`config.mk`:
```
export PLATFORM = sky130hd
export DESIGN_NAME = wb_native_slave_bridge
export DESIGN_NICKNAME = d
export VERILOG_FILES = /design/src/rtl/wb_pkg.sv /design/src/rtl/wb_native_slave_bridge.sv
export SDC_FILE = /design/constraint.sdc
export NUM_CORES = 1
export LEC_CHECK = 0
export BUFFER_PORTS_ARGS = -buffer_cell sky130_fd_sc_hd__buf_4
export CAP_MARGIN = 20
export CORE_MARGIN = 2
export CORE_UTILIZATION = 45
export CTS_CLUSTER_SIZE = 30
export DETAILED_ROUTE_END_ITERATION = 8
export PLACE_DENSITY = 0.92
export SYNTH_ARGS = -nofsm -noshare
export SYNTH_HDL_FRONTEND = slang
export SYNTH_SLANG_ARGS = --single-unit
```
`constraint.sdc`:
```
create_clock -name clk -period 1.9 [get_ports clk]
set_input_delay 0.095 -clock clk [delete_from_list [all_inputs] [get_ports clk]]
set_output_delay 0.095 -clock clk [all_outputs]
set_load 0.05 [all_outputs]
```
`src/rtl/wb_pkg.sv`:
```
// Shared state encoding, bus widths and address-window decode for the Wishbone-to-native bridge.
package wb_pkg;

   localparam int WB_DW   = 32;
   localparam int WB_SELW = 4;

   typedef enum logic [1:0] {
      IDLE = 2'b00,
      REQ  = 2'b01,
      RESP = 2'b10
   } wb_state_e;

   function automatic logic wb_hit(
      input logic [WB_DW-1:0] adr,
      input logic [WB_DW-1:0] base,
      input logic [WB_DW-1:0] mask
   );
      return (adr & ~mask) == base;
   endfunction

endpackage

```
`src/rtl/wb_native_slave_bridge.sv`:
```
// Wishbone classic slave that re-issues accepted cycles as a native mem_valid/mem_ready request.
// Optional WBS_ERR_EN adds wbs_err_o, error on window miss and a native wait timeout.
//
// state | meaning
// IDLE  | waiting for cyc & stb; decodes the window
// REQ   | native request outstanding, mem_* held until mem_ready (or timeout)
// RESP  | one-cycle ack/err back to the Wishbone master
module wb_native_slave_bridge
   import wb_pkg::*;
#(
   parameter logic [31:0] BASE_ADDR      = 32'h0000_0000,
   parameter logic [31:0] ADDR_MASK      = 32'h0000_FFFF,
   parameter int unsigned TIMEOUT_CYCLES = 255
) (
   input  logic               clk,
   input  logic               resetn,
   input  logic [WB_DW-1:0]   wbs_adr_i,
   input  logic [WB_DW-1:0]   wbs_dat_i,
   output logic [WB_DW-1:0]   wbs_dat_o,
   input  logic               wbs_we_i,
   input  logic [WB_SELW-1:0] wbs_sel_i,
   input  logic               wbs_stb_i,
   input  logic               wbs_cyc_i,
   output logic               wbs_ack_o,
`ifdef WBS_ERR_EN
   output logic               wbs_err_o,
`endif
   output logic               mem_valid,
   output logic [WB_DW-1:0]   mem_addr,
   output logic [WB_DW-1:0]   mem_wdata,
   output logic [WB_SELW-1:0] mem_wstrb,
   input  logic               mem_ready,
   input  logic [WB_DW-1:0]   mem_rdata
);

   if (TIMEOUT_CYCLES < 1 || TIMEOUT_CYCLES > 65535) begin : g_bad_timeout
      $error("TIMEOUT_CYCLES must be within 1..65535");
   end

   wb_state_e            state_q, state_d;
   logic                 mem_valid_d;
   logic [WB_DW-1:0]     mem_addr_d, mem_wdata_d, dat_d;
   logic [WB_SELW-1:0]   mem_wstrb_d;
   logic                 we_q, we_d;
   logic                 aborted_q, aborted_d;
   logic                 ack_d;
   logic                 hit;

   assign hit = wb_hit(wbs_adr_i, BASE_ADDR, ADDR_MASK);

`ifdef WBS_ERR_EN
   logic                 err_d;
   logic [15:0]          cnt_q, cnt_d;
   logic                 expired;

   // cnt_q counts waited REQ cycles; expiry leaves exactly TIMEOUT_CYCLES cycles of mem_valid.
   assign expired = (cnt_q == 16'(TIMEOUT_CYCLES - 1));
`endif

   always_comb begin
      state_d     = state_q;
      mem_valid_d = mem_valid;
      mem_addr_d  = mem_addr;
      mem_wdata_d = mem_wdata;
      mem_wstrb_d = mem_wstrb;
      dat_d       = wbs_dat_o;
      we_d        = we_q;
      aborted_d   = aborted_q;
      ack_d       = 1'b0;
`ifdef WBS_ERR_EN
      err_d       = 1'b0;
      cnt_d       = cnt_q;
`endif
      case (state_q)
         IDLE: begin
            if (wbs_cyc_i && wbs_stb_i) begin
               if (hit) begin
                  mem_valid_d = 1'b1;
                  mem_addr_d  = wbs_adr_i & ADDR_MASK;
                  mem_wdata_d = wbs_dat_i;
                  mem_wstrb_d = wbs_we_i ? wbs_sel_i : '0;
                  we_d        = wbs_we_i;
                  aborted_d   = 1'b0;
`ifdef WBS_ERR_EN
                  cnt_d       = '0;
`endif
                  state_d     = REQ;
               end else begin
                  dat_d = '0;
`ifdef WBS_ERR_EN
                  err_d = 1'b1;
`else
                  ack_d = 1'b1;
`endif
                  state_d = RESP;
               end
            end
         end
         REQ: begin
            // A dropped cycle cannot cancel the native side; remember it and swallow the response.
            if (!wbs_cyc_i) aborted_d = 1'b1;
            if (mem_ready) begin
               mem_valid_d = 1'b0;
               if (aborted_q || !wbs_cyc_i) begin
                  state_d = IDLE;
               end else begin
                  ack_d = 1'b1;
                  if (!we_q) dat_d = mem_rdata;
                  state_d = RESP;
               end
            end
`ifdef WBS_ERR_EN
            else if (expired) begin
               mem_valid_d = 1'b0;
               if (aborted_q || !wbs_cyc_i) begin
                  state_d = IDLE;
               end else begin
                  err_d   = 1'b1;
                  state_d = RESP;
               end
            end else begin
               cnt_d = cnt_q + 16'd1;
            end
`endif
         end
         RESP:    state_d = IDLE;
         default: state_d = IDLE;
      endcase
   end

   always_ff @(posedge clk) begin
      if (!resetn) begin
         state_q   <= IDLE;
         mem_valid <= 1'b0;
         mem_addr  <= '0;
         mem_wdata <= '0;
         mem_wstrb <= '0;
         wbs_dat_o <= '0;
         wbs_ack_o <= 1'b0;
         we_q      <= 1'b0;
         aborted_q <= 1'b0;
`ifdef WBS_ERR_EN
         wbs_err_o <= 1'b0;
         cnt_q     <= '0;
`endif
      end else begin
         state_q   <= state_d;
         mem_valid <= mem_valid_d;
         mem_addr  <= mem_addr_d;
         mem_wdata <= mem_wdata_d;
         mem_wstrb <= mem_wstrb_d;
         wbs_dat_o <= dat_d;
         wbs_ack_o <= ack_d;
         we_q      <= we_d;
         aborted_q <= aborted_d;
`ifdef WBS_ERR_EN
         wbs_err_o <= err_d;
         cnt_q     <= cnt_d;
`endif
      end
   end

endmodule
```
# After elaboration in Yosys (flattened, before gate mapping)
# Cells that the tools add are included.
# word_totals
ff_bits	90
word_cells	53
# classes
eq_ne	8
muxes	25
reduce_logical	11
# op_table
operator	n
32-bit 2-to-1 mux	5
32-bit case mux with 2 select lines	1
32-bit logical NOT	1
2-bit != test, second input constant	7
1-bit 2-to-1 mux	10
2-bit 2-to-1 mux	4
4-bit AND reduction	2
1-bit case mux with 2 select lines	3
6-bit AND reduction	1
4-bit 2-to-1 mux	1
2-bit case mux with 2 select lines	1
3-bit AND reduction	1
2-bit by 1-bit equality test with 1-bit output, second input constant	1
2-bit logical NOT	1
2-bit AND reduction	1
2-bit nonzero test	1
1-bit logical AND	1
1-bit logical NOT	1
1-bit logical OR	1

# Depth between registers and ports, before layout
# Gate-level depths: netlist of run 1.
# depth
word_depth	5
ltp_mapped	7
ltp_nobuf	4

# Worst setup path before layout of run 1
# No wires, ideal clock.
# synth_path
kind	reg-to-reg
start	register aborted_q
end	register wbs_dat_o[10]
arrival_time_ps	1328
t_required_ps	1763
path_slack_ps	435
stages_incl_launch_ff	6
n_path_buf	1
synth_period_minus_slack_ps	1465
path_cell_list	dfxtp_1 or3b_1 a22o_1 buf_2 a31oi_1 a211oi_1
# synth_via
elab_chain_cells	3
# synth_lines
item	line	source
start, declared	wb_native_slave_bridge.sv:45	logic aborted_q, aborted_d;
start signal, assigned	wb_native_slave_bridge.sv:155	aborted_q <= aborted_d;
1-bit logical OR	wb_native_slave_bridge.sv:104	if (aborted_q || !wbs_cyc_i) begin
2-bit != test (no source line)	-	
6-bit AND reduction (no source line)	-	
end signal, assigned	wb_native_slave_bridge.sv:152	wbs_dat_o <= dat_d;
end, declared	wb_native_slave_bridge.sv:19	output logic [WB_DW-1:0] wbs_dat_o,
# No other way between the ends.
# A chain may end at the register's enable or synchronous reset.

# Worst setup path in the final report of run 1
# layout_path
start	register aborted_q
end	register wbs_dat_o[25]
# The elaborated chain is that of the path after synthesis.

==> impl_metrics.json, run 1 <==
{
  "dieArea_um2": 9590,
  "cts_tree": "done",
  "die_h_um": 97.9,
  "critPathCaptureType": "register",
  "cap_violations": 0,
  "grt_max_degree": 89,
  "antenna_left": 0,
  "fin_area_um2": 5970,
  "rows": 34,
  "first_pass_iters": 4,
  "numPortBuffers": 191,
  "placed_area_um2": 5380,
  "wirelength_um": 11700,
  "synth_top_family_by_area": "simple AND/OR/NAND/NOR gates",
  "vias": 4064,
  "postSynthAreaPerCell_um2": 8.59,
  "min_from": "wbs_dat_i[15]",
  "r2r_cells": 5,
  "rrSetupSlack_ns": 0.14,
  "drt-initial-drc-count": 125,
  "drive_gt1_share_pct": 32.8,
  "r2r_end": "wbs_dat_o[25]$_SDFFE_PN0P_",
  "dieWidth_um": 97.9,
  "cp.arrival_ns": 1.97,
  "io_pins": 208,
  "worst_pin_slew_ns": 0.526,
  "hold_class": "in -> reg",
  "cp_cell_sequence": "or3b_4, a22o_1, buf_4, a31oi_1, a211oi_1",
  "grt_pass1_vias": 3916,
  "cpMaxStageDelayCell": "or3b_4",
  "worstSetupPathType": "reg -> reg",
  "critPathLaunchType": "register",
  "synth_compound_area_share_pct": 12.9,
  "setup_viol": 0,
  "drt-wirelength-per-cell_um": 14.9,
  "slew_headroom_pct": 64.7,
  "worstHoldPathCells": 3,
  "gp_congestion": 0.807,
  "cp_slowest_stage_delay_ns": 0.49,
  "syn_inst": 462,
  "finalCritPeriodShare_pct": 92.9,
  "drcViolationCount": 0,
  "clk_path_buf_depth": 2,
  "synthXorXnorAreaFrac_pct": 0,
  "p_per_area_nw_per_um2": 626,
  "r2r-start": "aborted_q$_SDFFE_PN0P_",
  "ys_ff_latch": 90,
  "path_clk_slew_ns": 0.09,
  "setup_ws_ns": 0.135,
  "fin_crit_ns": 1.76,
  "cts_made_buffers": 9,
  "h-tree-depth": 3,
  "synthMuxAreaShare_pct": 13.4,
  "p_leak_uw": 0.00307,
  "grt.total_usage_pct": 23.5,
  "dp.final_hpwl_um": 7640,
  "yosysSeqAreaShare_pct": 45.4,
  "tns_ns": 0,
  "synth_cell_types": 33,
  "clock-sinks": 90,
  "yosysWarnings": 0,
  "pre_cts_ws_ns": 0.123,
  "antenna_found_initial": 0,
  "grt_pass1_wl_um": 18500,
  "clock-skew-final_ns": 0.0134,
  "areaGrowthSynthToFinish_pct": 50.5,
  "initial_utilization_pct": 46.0,
  "grt-ovfl-total": 0,
  "synthAdderAreaFrac_pct": 0,
  "worstPathRequired_ns": 2.11,
  "cts_root_buffer": "clkbuf_8",
  "finalHoldViolCount": 0,
  "placeableCoreArea_um2": 8640,
  "vias_per_cell": 5.16,
  "crit_fanout": 31,
  "fmax_mhz": 567,
  "whs_ns": 0.0125,
  "synth_area_um2": 3970,
  "clk_latency_ns": 0.35,
  "min_to": "mem_wdata[15]$_SDFFE_PN0P_",
  "slew_viol_final": 0,
  "status": "finished, final reports clean",
  "rsz0062_at_grt": "false",
  "fin_nets": 780,
  "synthSimpleGateAreaFrac_pct": 17.8,
  "vdd_drop_max_mv": 0.333
}
## layout make-up
| cell class | instances | area, um2 |
|---|---|---|
| Antenna cell | 1 | 2.50 |
| Clock buffer | 11 | 151 |
| Clock inverter | 5 | 60.1 |
| Fill cell | 649 | 2660 |
| Inverter | 20 | 75.1 |
| Multi-Input combinational cell | 315 | 1830 |
| Sequential cell | 90 | 1800 |
| Tap cell | 108 | 135 |
| Timing Repair Buffer | 238 | 1910 |
## cell usage after synthesis, drive strengths merged
cell type	count	area, um2
a211oi	15	113
a21oi	18	90.1
a221oi	2	17.5
a22o	1	8.76
a31oi	30	188
and2	1	6.26
and4	1	8.76
buf	33	264
clkbuf	20	77.6
clkinv	1	3.75
conb	1	3.75
dfxtp	90	1800
inv	19	71.3
mux2i	53	531
nand2	106	398
nand3	5	25.0
nand3b	1	7.51
nand4b	1	8.76
nand4bb	1	11.3
nor2	20	91.3
nor3	17	85.1
nor3b	1	7.51
nor4	3	18.8
nor4bb	2	20.0
o211a	1	10.0
o21ai	17	85.1
or3b	2	17.5
## placed cells by master, fill, tap and decap left out, types with 2 or more instances in the layout
| cell | n |
|---|---|
| a211oi_1 | 15 |
| a21oi_1 | 18 |
| a221oi_1 | 2 |
| a31oi_1 | 30 |
| buf_12 | 3 |
| buf_4 | 199 |
| clkbuf_8 | 11 |
| conb_1 | 16 |
| dfxtp_1 | 90 |
| dlygate4sd3_1 | 36 |
| inv_1 | 19 |
| inv_6 | 2 |
| mux2i_1 | 53 |
| nand2_1 | 106 |
| nand3_1 | 4 |
| nor2_1 | 19 |
| nor3_1 | 17 |
| nor4_1 | 3 |
| nor4bb_1 | 2 |
| o21ai_0 | 14 |
| o21ai_1 | 3 |
## how the worst max path moves through the flow
stage / end / slack, ns / depth (start not counted) / start
6_report: wbs_dat_o[25]$_SDFFE_PN0P_ / 0.14 / 5 / aborted_q$_SDFFE_PN0P_
5_1_grt: wbs_dat_o[25]$_SDFFE_PN0P_ / 0.07 / 5 / aborted_q$_SDFFE_PN0P_
4_1_cts: wbs_dat_o[25]$_SDFFE_PN0P_ / 0.09 / 5 / aborted_q$_SDFFE_PN0P_
3_5_place_dp: wbs_dat_o[25]$_SDFFE_PN0P_ / 0.12 / 5 / aborted_q$_SDFFE_PN0P_
3_3_place_gp: wbs_dat_o[14]$_SDFFE_PN0P_ / 0.21 / 5 / aborted_q$_SDFFE_PN0P_
2_1_floorplan: wbs_dat_o[10]$_SDFFE_PN0P_ / 0.44 / 5 / aborted_q$_SDFFE_PN0P_
## power by group
part | internal [uW] | leakage [uW] | switching [uW] | total [uW]
clock network | 688 | 0.000106 | 690 | 1380
logic | 232 | 0.00223 | 242 | 474
registers | 1890 | 0.000725 | 1.39 | 1890
total | 2810 | 0.00307 | 934 | 3740
## flip-flops by register name (all words and copies together) (netlist names)
signal / count
mem_wdata: 32
wbs_dat_o: 32
mem_addr: 16
mem_wstrb: 4
state_q: 2
aborted_q: 1
mem_valid: 1
wbs_ack_o: 1
we_q: 1
## routing by layer
metal,global-route usage [%],up-vias,wire length [um]
li1,-,1977,-
met1,27.5,1880,4610
met2,41.4,174,6080
met3,4.22,33,640
met4,11.0,0,391
met5,0,-,0
## kinds of logic after synthesis
| kind of cell | Yosys count |
|---|---|
| compound gates | 84 |
| buf+inv | 73 |
| simple gates | 161 |
| flops | 90 |
| other cells | 1 |
| mux | 53 |
## critical path, delay by kind of cell (launching register included)
family / cells / cell delay, ns
AND/OR/NAND/NOR: 1 / 0.49
AO/OA/AOI/OAI: 3 / 0.57
buffers and inverters: 1 / 0.23
flip-flops: 1 / 0.33
## metrics by stage
| stage | util (%) | instances | total power [uW] |
|---|---|---|---|
| after floorplan | - | 477 | 2160 |
| after global placement | 62.3 | 733 | 2320 |
| after detailed placement | 62.3 | 733 | 2330 |
| after CTS | 68.7 | 783 | 3750 |
| after global routing | 69.2 | 787 | 3890 |
| final | 69.2 | 788 | 3740 |
## timing repair
item	4_1_cts	5_1_grt
endpoints found under the setup margin	0	2
resized for setup	0	1
setup buffers	0	1
hold buffers	34	2
hold endpoints to repair	34	2
(Power assumes the default switching activity.)
==> run 2, diff against run 1 <==
--- a/config.mk
+++ b/config.mk
@@ -11,7 +11,7 @@
 export CORE_UTILIZATION = 45
 export CTS_CLUSTER_SIZE = 30
 export DETAILED_ROUTE_END_ITERATION = 8
-export PLACE_DENSITY = 0.92
+export PLACE_DENSITY = 0.91
 export SYNTH_ARGS = -nofsm -noshare
 export SYNTH_HDL_FRONTEND = slang
 export SYNTH_SLANG_ARGS = --single-unit
==> constraint.sdc (replaced) <==
create_clock -name clk -period 1.9 [get_ports clk]
set_input_delay 0.095 -clock clk [delete_from_list [all_inputs] [get_ports clk]]
set_output_delay 0.095 -clock clk [all_outputs]
set_load 0.01 [all_outputs]
==> impl_metrics.json, run 2 (synthesis gave the netlist of run 1 again) <==
{
  "cp.arrival_ns": 2.02,
  "rows": 34,
  "status": "finished, final reports clean",
  "worstSetupPathType": "reg -> reg",
  "crit_fanout": 20,
  "drt-initial-drc-count": 142,
  "vias": 4139,
  "antenna_left": 0,
  "diodes": 0,
  "drcViolationCount": 0,
  "hold_class": "in -> reg",
  "cts_made_buffers": 9,
  "pre_cts_ws_ns": 0.140,
  "whs_ns": 0.0258,
  "dieWidth_um": 97.9,
  "cts_root_buffer": "clkbuf_8",
  "critPathCaptureType": "register",
  "vias_per_cell": 5.19,
  "r2r-start": "aborted_q$_SDFFE_PN0P_",
  "p_leak_uw": 0.00310,
  "critPathLaunchType": "register",
  "crit_path_start": "aborted_q$_SDFFE_PN0P_",
  "slew_viol_final": 0,
  "h-tree-depth": 3,
  "dieArea_um2": 9590,
  "rsz0062_at_grt": "false",
  "gp_congestion": 0.832,
  "dp.final_hpwl_um": 7860,
  "tns_ns": 0,
  "worst_pin_slew_ns": 0.528,
  "grt.total_usage_pct": 23.5,
  "placeableCoreArea_um2": 8640,
  "cpMaxStageDelayCell": "or3b_1",
  "setup_viol": 0,
  "clk_path_buf_depth": 2,
  "p_per_area_nw_per_um2": 606,
  "reg.largest.list": "mem_wdata x32, wbs_dat_o x32, mem_addr x16",
  "worstPathRequired_ns": 2.14,
  "cp_slowest_stage_delay_ns": 0.39,
  "antenna_found_initial": 0,
  "wirelength_um": 11800,
  "fin_nets": 790,
  "finalCritPeriodShare_pct": 93.8,
  "finalHoldViolCount": 0,
  "cts_resized": 0,
  "grt-ovfl-total": 0,
  "cap_violations": 0,
  "fin_crit_ns": 1.78,
  "clk_latency_ns": 0.34,
  "first_pass_iters": 5,
  "final-seq-area_um2": 1800,
  "vdd_drop_max_mv": 0.322,
  "die_h_um": 97.9,
  "initial_utilization_pct": 46.0,
  "drive_gt1_share_pct": 33.1,
  "areaGrowthSynthToFinish_pct": 52.5,
  "grt_pass1_vias": 3979,
  "mostFrequentLayoutCell": "buf_4",
  "path_clk_slew_ns": 0.09,
  "grt_max_degree": 91,
  "fmax_mhz": 561,
  "grt_pass1_wl_um": 18700,
  "final_cell_mix": "buf_4 (205), nand2_1 (106), dfxtp_1 (90), mux2i_1 (53), dlygate4sd3_1 (40)",
  "io_pins": 208,
  "fillers": 617,
  "min_from": "wbs_sel_i[1]",
  "slew_headroom_pct": 64.6,
  "cp_cell_sequence": "or3b_1, buf_4, nor2_4, a31oi_1, a211oi_1",
  "numPortBuffers": 191,
  "cts_tree": "done",
  "total_power_uw": 3670,
  "setup_ws_ns": 0.118,
  "multi_input_comb_area_um2": 1830,
  "clock-skew-final_ns": 0.0102,
  "clock-sinks": 90,
  "drt-wirelength-per-cell_um": 14.8
}
[run 2: changes by cell type in the layout (fill, tap and decap cells not counted), sizes merged]
cell | before | now
buf | 202 | 208
inv | 21 | 20
clkinv | 2 | 1
dlygate4sd3 | 36 | 40
clkinvlp | 1 | 3
diode | 1 | 0
[run 2: worst max-delay path, delay by kind of cell, from the launching register on]
kind                   cells  cell delay (ns)
buffers and inverters      1             0.23
and+or+nand+nor            2             0.72
DFF                        1             0.33
AOI/OAI and AO/OA          2             0.40
[run 2: worst paths after layout]
check                                                  end  slack (ns)  depth (start not counted)
worst max register to register  wbs_dat_o[22]$_SDFFE_PN0P_        0.12                          5
worst min register to register      mem_valid$_SDFFE_PN0P_        0.46                          2
worst min-delay path             mem_wstrb[1]$_SDFFE_PN0P_        0.03                          3
worst max-delay path            wbs_dat_o[22]$_SDFFE_PN0P_        0.12                          5
[run 2: final cells by class]
cell class,instances,share of cell area (%)
timing repair buffer,248,33.0
multi-input combinational,315,30.2
tap,108,2.23
inverter,20,1.24
clock inverter,5,1.01
clock buffer,11,2.50
sequential,90,29.8
[run 2: timing repair]
| action | 4_1_cts | 5_1_grt |
|---|---|---|
| setup buffers | 0 | 2 |
| hold buffers | 40 | 0 |
| endpoints found under the hold margin | 40 | 0 |
| setup endpoints to repair | 0 | 1 |
[run 2: report_power, final]
group          internal [uW]  leakage, uW  total [uW]  switching [uW]
combinational            235      0.00228         419             184
clock                    685    0.0000982        1360             676
sequential              1890     0.000725        1890            1.56
total                   2810      0.00310        3670             861
[run 2: metal layers]
metal,vias to the layer above,global-route usage [%],routed length [um]
met5,-,0,0
met4,0,9.40,282
met3,28,4.72,812
met2,191,41.8,6160
met1,1928,27.8,4530
li1,1992,-,-
[run 2: stage by stage]
step	util, %	cell area (um2)	instances
finish	70.1	6060	797
global route	70.1	6060	797
CTS	69.8	6030	794
detailed placement	62.7	5420	738
global placement	62.7	5420	738
floorplan	-	4030	477
